--- config.mk ---
export PLATFORM = sky130hd
export DESIGN_NAME = hash_batch_job_buffer
export DESIGN_NICKNAME = d
export VERILOG_FILES = /design/src/rtl/hash_batch_job_buffer.sv
export SDC_FILE = /design/constraint.sdc
export NUM_CORES = 2
export LEC_CHECK = 0
export ABC_AREA = 1
export BUFFER_PORTS_ARGS = -buffer_cell sky130_fd_sc_hd__buf_2
export CAP_MARGIN = 10
export CORE_AREA = 2 2 351 353
export CTS_CLUSTER_SIZE = 24
export DETAILED_ROUTE_END_ITERATION = 8
export DIE_AREA = 0 0 353 355
export GPL_TIMING_DRIVEN = 0
export PLACE_DENSITY = 0.72
export SETUP_SLACK_MARGIN = 0.2
export SYNTH_ARGS = -nofsm -noshare
export SYNTH_HDL_FRONTEND = slang
export SYNTH_SLANG_ARGS = --single-unit
--- constraint.sdc ---
create_clock -name clk -period 20.1 [get_ports clk]
set_input_delay 4.02 -clock clk [delete_from_list [all_inputs] [get_ports clk]]
set_output_delay 4.02 -clock clk [all_outputs]
set_load 0.01 [all_outputs]
--- src/rtl/hash_batch_job_buffer.sv ---
// Show-ahead batch FIFO in front of one match PE: tags the first batch of each job,
// counts complete jobs still buffered and flags batches routed to the wrong PE.
`ifndef ADDR_WIDTH
`define ADDR_WIDTH 32
`endif
`ifndef HASH_ISSUE_WIDTH
`define HASH_ISSUE_WIDTH 4
`endif
`ifndef META_MATCH_LEN_WIDTH
`define META_MATCH_LEN_WIDTH 5
`endif
`ifndef NUM_JOB_PE_LOG2
`define NUM_JOB_PE_LOG2 2
`endif
`ifndef JOB_LEN_LOG2
`define JOB_LEN_LOG2 12
`endif

module hash_batch_job_buffer #(
   parameter logic [`NUM_JOB_PE_LOG2-1:0] IDX   = '0,
   parameter int                          DEPTH = 8
) (
   input  logic                                                clk,
   input  logic                                                rst_n,
   input  logic                                                i_valid,
   input  logic [`ADDR_WIDTH-1:0]                              i_head_addr,
   input  logic [`HASH_ISSUE_WIDTH-1:0]                        i_history_valid,
   input  logic [`HASH_ISSUE_WIDTH*`ADDR_WIDTH-1:0]            i_history_addr,
   input  logic [`HASH_ISSUE_WIDTH*`META_MATCH_LEN_WIDTH-1:0]  i_meta_match_len,
   input  logic [`HASH_ISSUE_WIDTH-1:0]                        i_meta_match_can_ext,
   input  logic                                                i_delim,
   output logic                                                i_ready,
   output logic                                                o_valid,
   output logic [`ADDR_WIDTH-1:0]                              o_head_addr,
   output logic [`HASH_ISSUE_WIDTH-1:0]                        o_history_valid,
   output logic [`HASH_ISSUE_WIDTH*`ADDR_WIDTH-1:0]            o_history_addr,
   output logic [`HASH_ISSUE_WIDTH*`META_MATCH_LEN_WIDTH-1:0]  o_meta_match_len,
   output logic [`HASH_ISSUE_WIDTH-1:0]                        o_meta_match_can_ext,
   output logic                                                o_delim,
   output logic                                                o_job_first,
   input  logic                                                o_ready,
   output logic [$clog2(DEPTH):0]                              o_pending_jobs,
   output logic                                                o_err
);

   localparam int PW = $clog2(DEPTH);
   localparam int CW = PW + 1;
   localparam logic [CW-1:0] FULL_CNT = CW'(DEPTH);

   function automatic logic [`NUM_JOB_PE_LOG2-1:0] pe_field(input logic [`ADDR_WIDTH-1:0] addr);
      return addr[`JOB_LEN_LOG2 +: `NUM_JOB_PE_LOG2];
   endfunction

   logic [`ADDR_WIDTH-1:0]                             mem_head_addr_r  [DEPTH];
   logic [`HASH_ISSUE_WIDTH-1:0]                       mem_hist_valid_r [DEPTH];
   logic [`HASH_ISSUE_WIDTH*`ADDR_WIDTH-1:0]           mem_hist_addr_r  [DEPTH];
   logic [`HASH_ISSUE_WIDTH*`META_MATCH_LEN_WIDTH-1:0] mem_mml_r        [DEPTH];
   logic [`HASH_ISSUE_WIDTH-1:0]                       mem_can_ext_r    [DEPTH];
   logic                                               mem_delim_r      [DEPTH];
   logic                                               mem_first_r      [DEPTH];

   logic [PW-1:0] wr_ptr_r;
   logic [PW-1:0] rd_ptr_r;
   logic [CW-1:0] count_r;
   logic [CW-1:0] pending_r;
   logic          in_first_r;
   logic          err_r;
   logic          push_s;
   logic          pop_s;
   logic          push_delim_s;
   logic          pop_delim_s;

   // Handshake qualifiers derived only from registered occupancy.
   always_comb begin
      i_ready      = (count_r != FULL_CNT);
      o_valid      = (count_r != {CW{1'b0}});
      push_s       = i_valid && i_ready;
      pop_s        = o_valid && o_ready;
      push_delim_s = push_s && i_delim;
      pop_delim_s  = pop_s && mem_delim_r[rd_ptr_r];
   end

   // Storage array; intentionally not reset.
   always_ff @(posedge clk) begin
      if (push_s) begin
         mem_head_addr_r[wr_ptr_r]  <= i_head_addr;
         mem_hist_valid_r[wr_ptr_r] <= i_history_valid;
         mem_hist_addr_r[wr_ptr_r]  <= i_history_addr;
         mem_mml_r[wr_ptr_r]        <= i_meta_match_len;
         mem_can_ext_r[wr_ptr_r]    <= i_meta_match_can_ext;
         mem_delim_r[wr_ptr_r]      <= i_delim;
         mem_first_r[wr_ptr_r]      <= in_first_r;
      end
   end

   // Pointers and occupancy.
   always_ff @(posedge clk or negedge rst_n) begin
      if (!rst_n) begin
         wr_ptr_r <= {PW{1'b0}};
         rd_ptr_r <= {PW{1'b0}};
         count_r  <= {CW{1'b0}};
      end else begin
         if (push_s) begin
            wr_ptr_r <= wr_ptr_r + {{(PW-1){1'b0}}, 1'b1};
         end
         if (pop_s) begin
            rd_ptr_r <= rd_ptr_r + {{(PW-1){1'b0}}, 1'b1};
         end
         case ({push_s, pop_s})
            2'b10:   count_r <= count_r + {{(CW-1){1'b0}}, 1'b1};
            2'b01:   count_r <= count_r - {{(CW-1){1'b0}}, 1'b1};
            default: count_r <= count_r;
         endcase
      end
   end

   // Job boundary tracking, complete-job count and sticky routing error.
   always_ff @(posedge clk or negedge rst_n) begin
      if (!rst_n) begin
         in_first_r <= 1'b1;
         pending_r  <= {CW{1'b0}};
         err_r      <= 1'b0;
      end else begin
         if (push_s) begin
            in_first_r <= i_delim;
         end
         case ({push_delim_s, pop_delim_s})
            2'b10:   pending_r <= pending_r + {{(CW-1){1'b0}}, 1'b1};
            2'b01:   pending_r <= pending_r - {{(CW-1){1'b0}}, 1'b1};
            default: pending_r <= pending_r;
         endcase
         if (push_s && (pe_field(i_head_addr) != IDX)) begin
            err_r <= 1'b1;
         end
      end
   end

   // Show-ahead head entry; when empty the first tag reports the next push.
   always_comb begin
      o_head_addr          = mem_head_addr_r[rd_ptr_r];
      o_history_valid      = mem_hist_valid_r[rd_ptr_r];
      o_history_addr       = mem_hist_addr_r[rd_ptr_r];
      o_meta_match_len     = mem_mml_r[rd_ptr_r];
      o_meta_match_can_ext = mem_can_ext_r[rd_ptr_r];
      o_delim              = mem_delim_r[rd_ptr_r];
      o_pending_jobs       = pending_r;
      o_err                = err_r;
      if (o_valid) begin
         o_job_first = mem_first_r[rd_ptr_r];
      end else begin
         o_job_first = in_first_r;
      end
   end

endmodule

==> results.yml <==
routing:
  postRouteAntennaNets: 0
  drt_first_pass_iters: 6
  drt-total-wl_um: 165300
  drc_errors: 0
  detailedRoute.firstIterationViolations: 5115
  route.detailed.wl_per_inst_um: 24.34
  detail_route.vias_per_cell: 5.756
  via_count: 39094
floorplan:
  chipHeight_um: 355
  rows: 128
  floorplan.core_area_um2: 121400
  initial_utilization_pct: 48.69
  die_w_um: 353
  design.die.area_um2: 125300
  io-pin-count: 390
timing:
  slew_viol_final: 0
  fin_ws_ps: 12520
  period_minus_slack_ps: 7580
  worst_slew_margin_rel_pct: 17.30
  whs_ps: 478.4
  rsz0062_at_grt: "no"
  worst_clock_skew_ps: 30.64
  worstMarginPinSlew_ps: 1240
  achievable-frequency_mhz: 131.9
  finalSetupViolCount: 0
  layout_worst_path_cycle_share_pct: 37.71
  final-hold-violation-count: 0
clock_tree:
  clk_path_buf_depth: 3
  cts.root.buffer_cell: "clkbuf_16"
  clkTransAtPathRegs_ps: 60
  post_cts_hold_buffer_count: 0
  tritoncts: "built"
  tritoncts.num_buffers: 154
  post_cts.resized_instances: 0
  worstSkewPairLatency_ps: 780
  clock_sink_count: 1536
  post_cts_setup_buffers: 0
  h-tree-depth: 4
global_routing:
  met1_usage_pct: 34.70
  grt_util_met2_pct: 41.76
  grt_util_met3_pct: 5.482
  number_of_antenna_violations_at_the_first_check_in_global_routing: 48
  top_usage_layer: "met2"
  via_count_of_the_first_global_routing_pass: 37474
  tot_gr_track_use_pct: 25.83
  first_pass_grt_wire_length_um: 240000
  maximum_number_of_pins_on_one_net_before_global_route_repair: 29
  grt-ovfl-total: 0
critical_path:
  reg2reg_slack_ps: 16620
  crit_start: "rd_ptr_r[1]"
  critical_path.reg2reg.endpoint: "mem_hist_addr_r[3][93]"
  critical_path.endpoint_type: "output pin"
  regToRegStartpoint: "count_r[2]"
  worstSetupPathType: "register to output pin"
  worst_r2r_path_depth: 10
  arrival_time_worst_endpoint_ps: 3560
  setup.worst_path.start_class: "register"
  critPathRequiredTime_ps: 16080
  path_max_fanout: 10
  worst_setup_path_endpoint: "o_history_addr[49]"
power:
  comb_power_share_pct: 37.9
  total_power_mw: 10.98
  power_switching_share_pct: 38.98
  power.density_nw_per_um2: 158.3
  power.ir.vdd_worst_v: 0.0001089
  p_sw_mw: 4.280
  leakage_nw: 23.85
  seq_power_share_pct: 37.4
  p_int_mw: 6.699
  pwr-share-clk_pct: 24.7
yosys:
  post_synth_inst_count: 4411
  ys_seq_elements: 1536
  synth_fp_nets: 4613
  synth.top_cells.by_area: "edfxtp_1, o21ai_0, nor2_1"
  mappedNetlistArea_um2: 59110
  synth.top_cell.area_share_pct: 77.22
  ys_seq_area_share_pct: 77.90
  synth.largest_area_cell: "edfxtp_1"
  synthesis.yosys.warnings: 0
  avgSynthCellArea_um2: 13.40
  post_synth_num_cell_types: 22
flow_run:
  maxCapViolCount: 0
placement:
  dpl_worst_slack_ps: 13150
  detailedPlacementHpwl_um: 106200
  placedCellCount: 6490
  gp_routability_congestion: 0.8083
  io_buffer_count: 389
finish:
  fin_cells: 6792
  multiInputGateArea_um2: 11740
  area_growth_from_synthesis_to_layout_pct: 17.31
  final_nets: 5223
  fill_cells: 9569
  post_route_cells_drive_above_1_share_pct: 14.94
  most-common-layout-cells: "edfxtp_1, nor2_1, o21ai_0, nand2_1, buf_2"
  most_common_cell_after_layout_fill_and_taps_aside: "edfxtp_1"
  seq_area_um2: 46050
  finalCoreUtilization_pct: 57.12
min_path:
  min_path_type: "register to register"
run_status:
  run_status: "finished, final reports clean"
-- state kept, by name, indices dropped and copies added (netlist names), 8 cells and up --
name and cells:
mem_mml_r 160, mem_first_r 8, mem_hist_valid_r 32, mem_head_addr_r 256, mem_can_ext_r 32, mem_delim_r 8, mem_hist_addr_r 1024
-- synth_stat cells, drive strengths merged --
library cell	number
clkbuf	191
dfrtp	15
o22ai	376
o21ai	766
buf	104
xnor2	4
a21oi	2
or2	1
nor2	783
o21bai	1
ha	8
edfxtp	1520
nand3	8
fa	1
nand2	607
inv	17
xor2	6
dfstp	1
-- per-stage QoR --
step	setup TNS [ps]	cell area [µm²]
floorplan	0	59110
global placement	-805060	63090
detailed placement	0	64540
CTS	0	69280
global route	0	69300
finish	0	69340
-- metal layers --
layer | part of all wire (%) | wire length [µm]
met5 | 0.11 | 179
met4 | 3.3 | 5473
met3 | 10 | 17080
met2 | 48 | 79450
met1 | 38 | 63140
-- worst max-delay path: stages (launching register included) --
cell and delay, ps:
dfrtp_1 430, inv_2 90, clkbuf_1 850, clkbuf_1 540, o21ai_0 230, o22ai_1 170
nand2_1 70, nand2_1 200, buf_2 170
-- worst min-delay path by stage --
stage | startpoint | end | slack, ps | depth (start not counted)
6_report | o_err | o_err | 480 | 1
5_1_grt | o_err | o_err | 500 | 1
4_1_cts | o_err | o_err | 490 | 1
3_5_place_dp | o_err | o_err | 470 | 1
3_3_place_gp | o_err | o_err | 460 | 1
2_1_floorplan | in_first_r | in_first_r | 490 | 2
-- final cells by class --
cell class | instances | area share [%]
plain buffers | 295 | 1.906
repair buffers | 454 | 4.818
multi-input cells | 2563 | 16.92
clock buffers | 197 | 5.791
inverters | 17 | 0.09203
diodes | 25 | 0.09022
well taps | 1625 | 2.932
flip-flops and latches | 1536 | 66.41
clock inverters | 80 | 1.039
-- power groups by stage --
stage	clock, mW	sequential [mW]	combinational, mW
global placement	0	4.47	3.92
finish	2.71	4.11	4.16
global route	2.87	4.14	4.48
floorplan	0	4.31	2.23
detailed placement	0	4.17	4.12
CTS	2.74	4.11	4.14
-- kinds of logic (layout without fill, tap and decap cells) --
kind of cell | count (synthesis) | count (layout) | synth area share (%)
AO/OA/AOI/OAI | 1145 | 1145 | 10.50
XOR/XNOR | 10 | 10 | 0.1482
adder cells (fa/ha/maj) | 9 | 9 | 0.2032
buffers and inverters | 312 | 1043 | 2.343
flip-flops | 1536 | 1536 | 77.90
other | 0 | 25 | 0
AND/OR/NAND/NOR | 1399 | 1399 | 8.906
(Power assumes the default switching activity.)
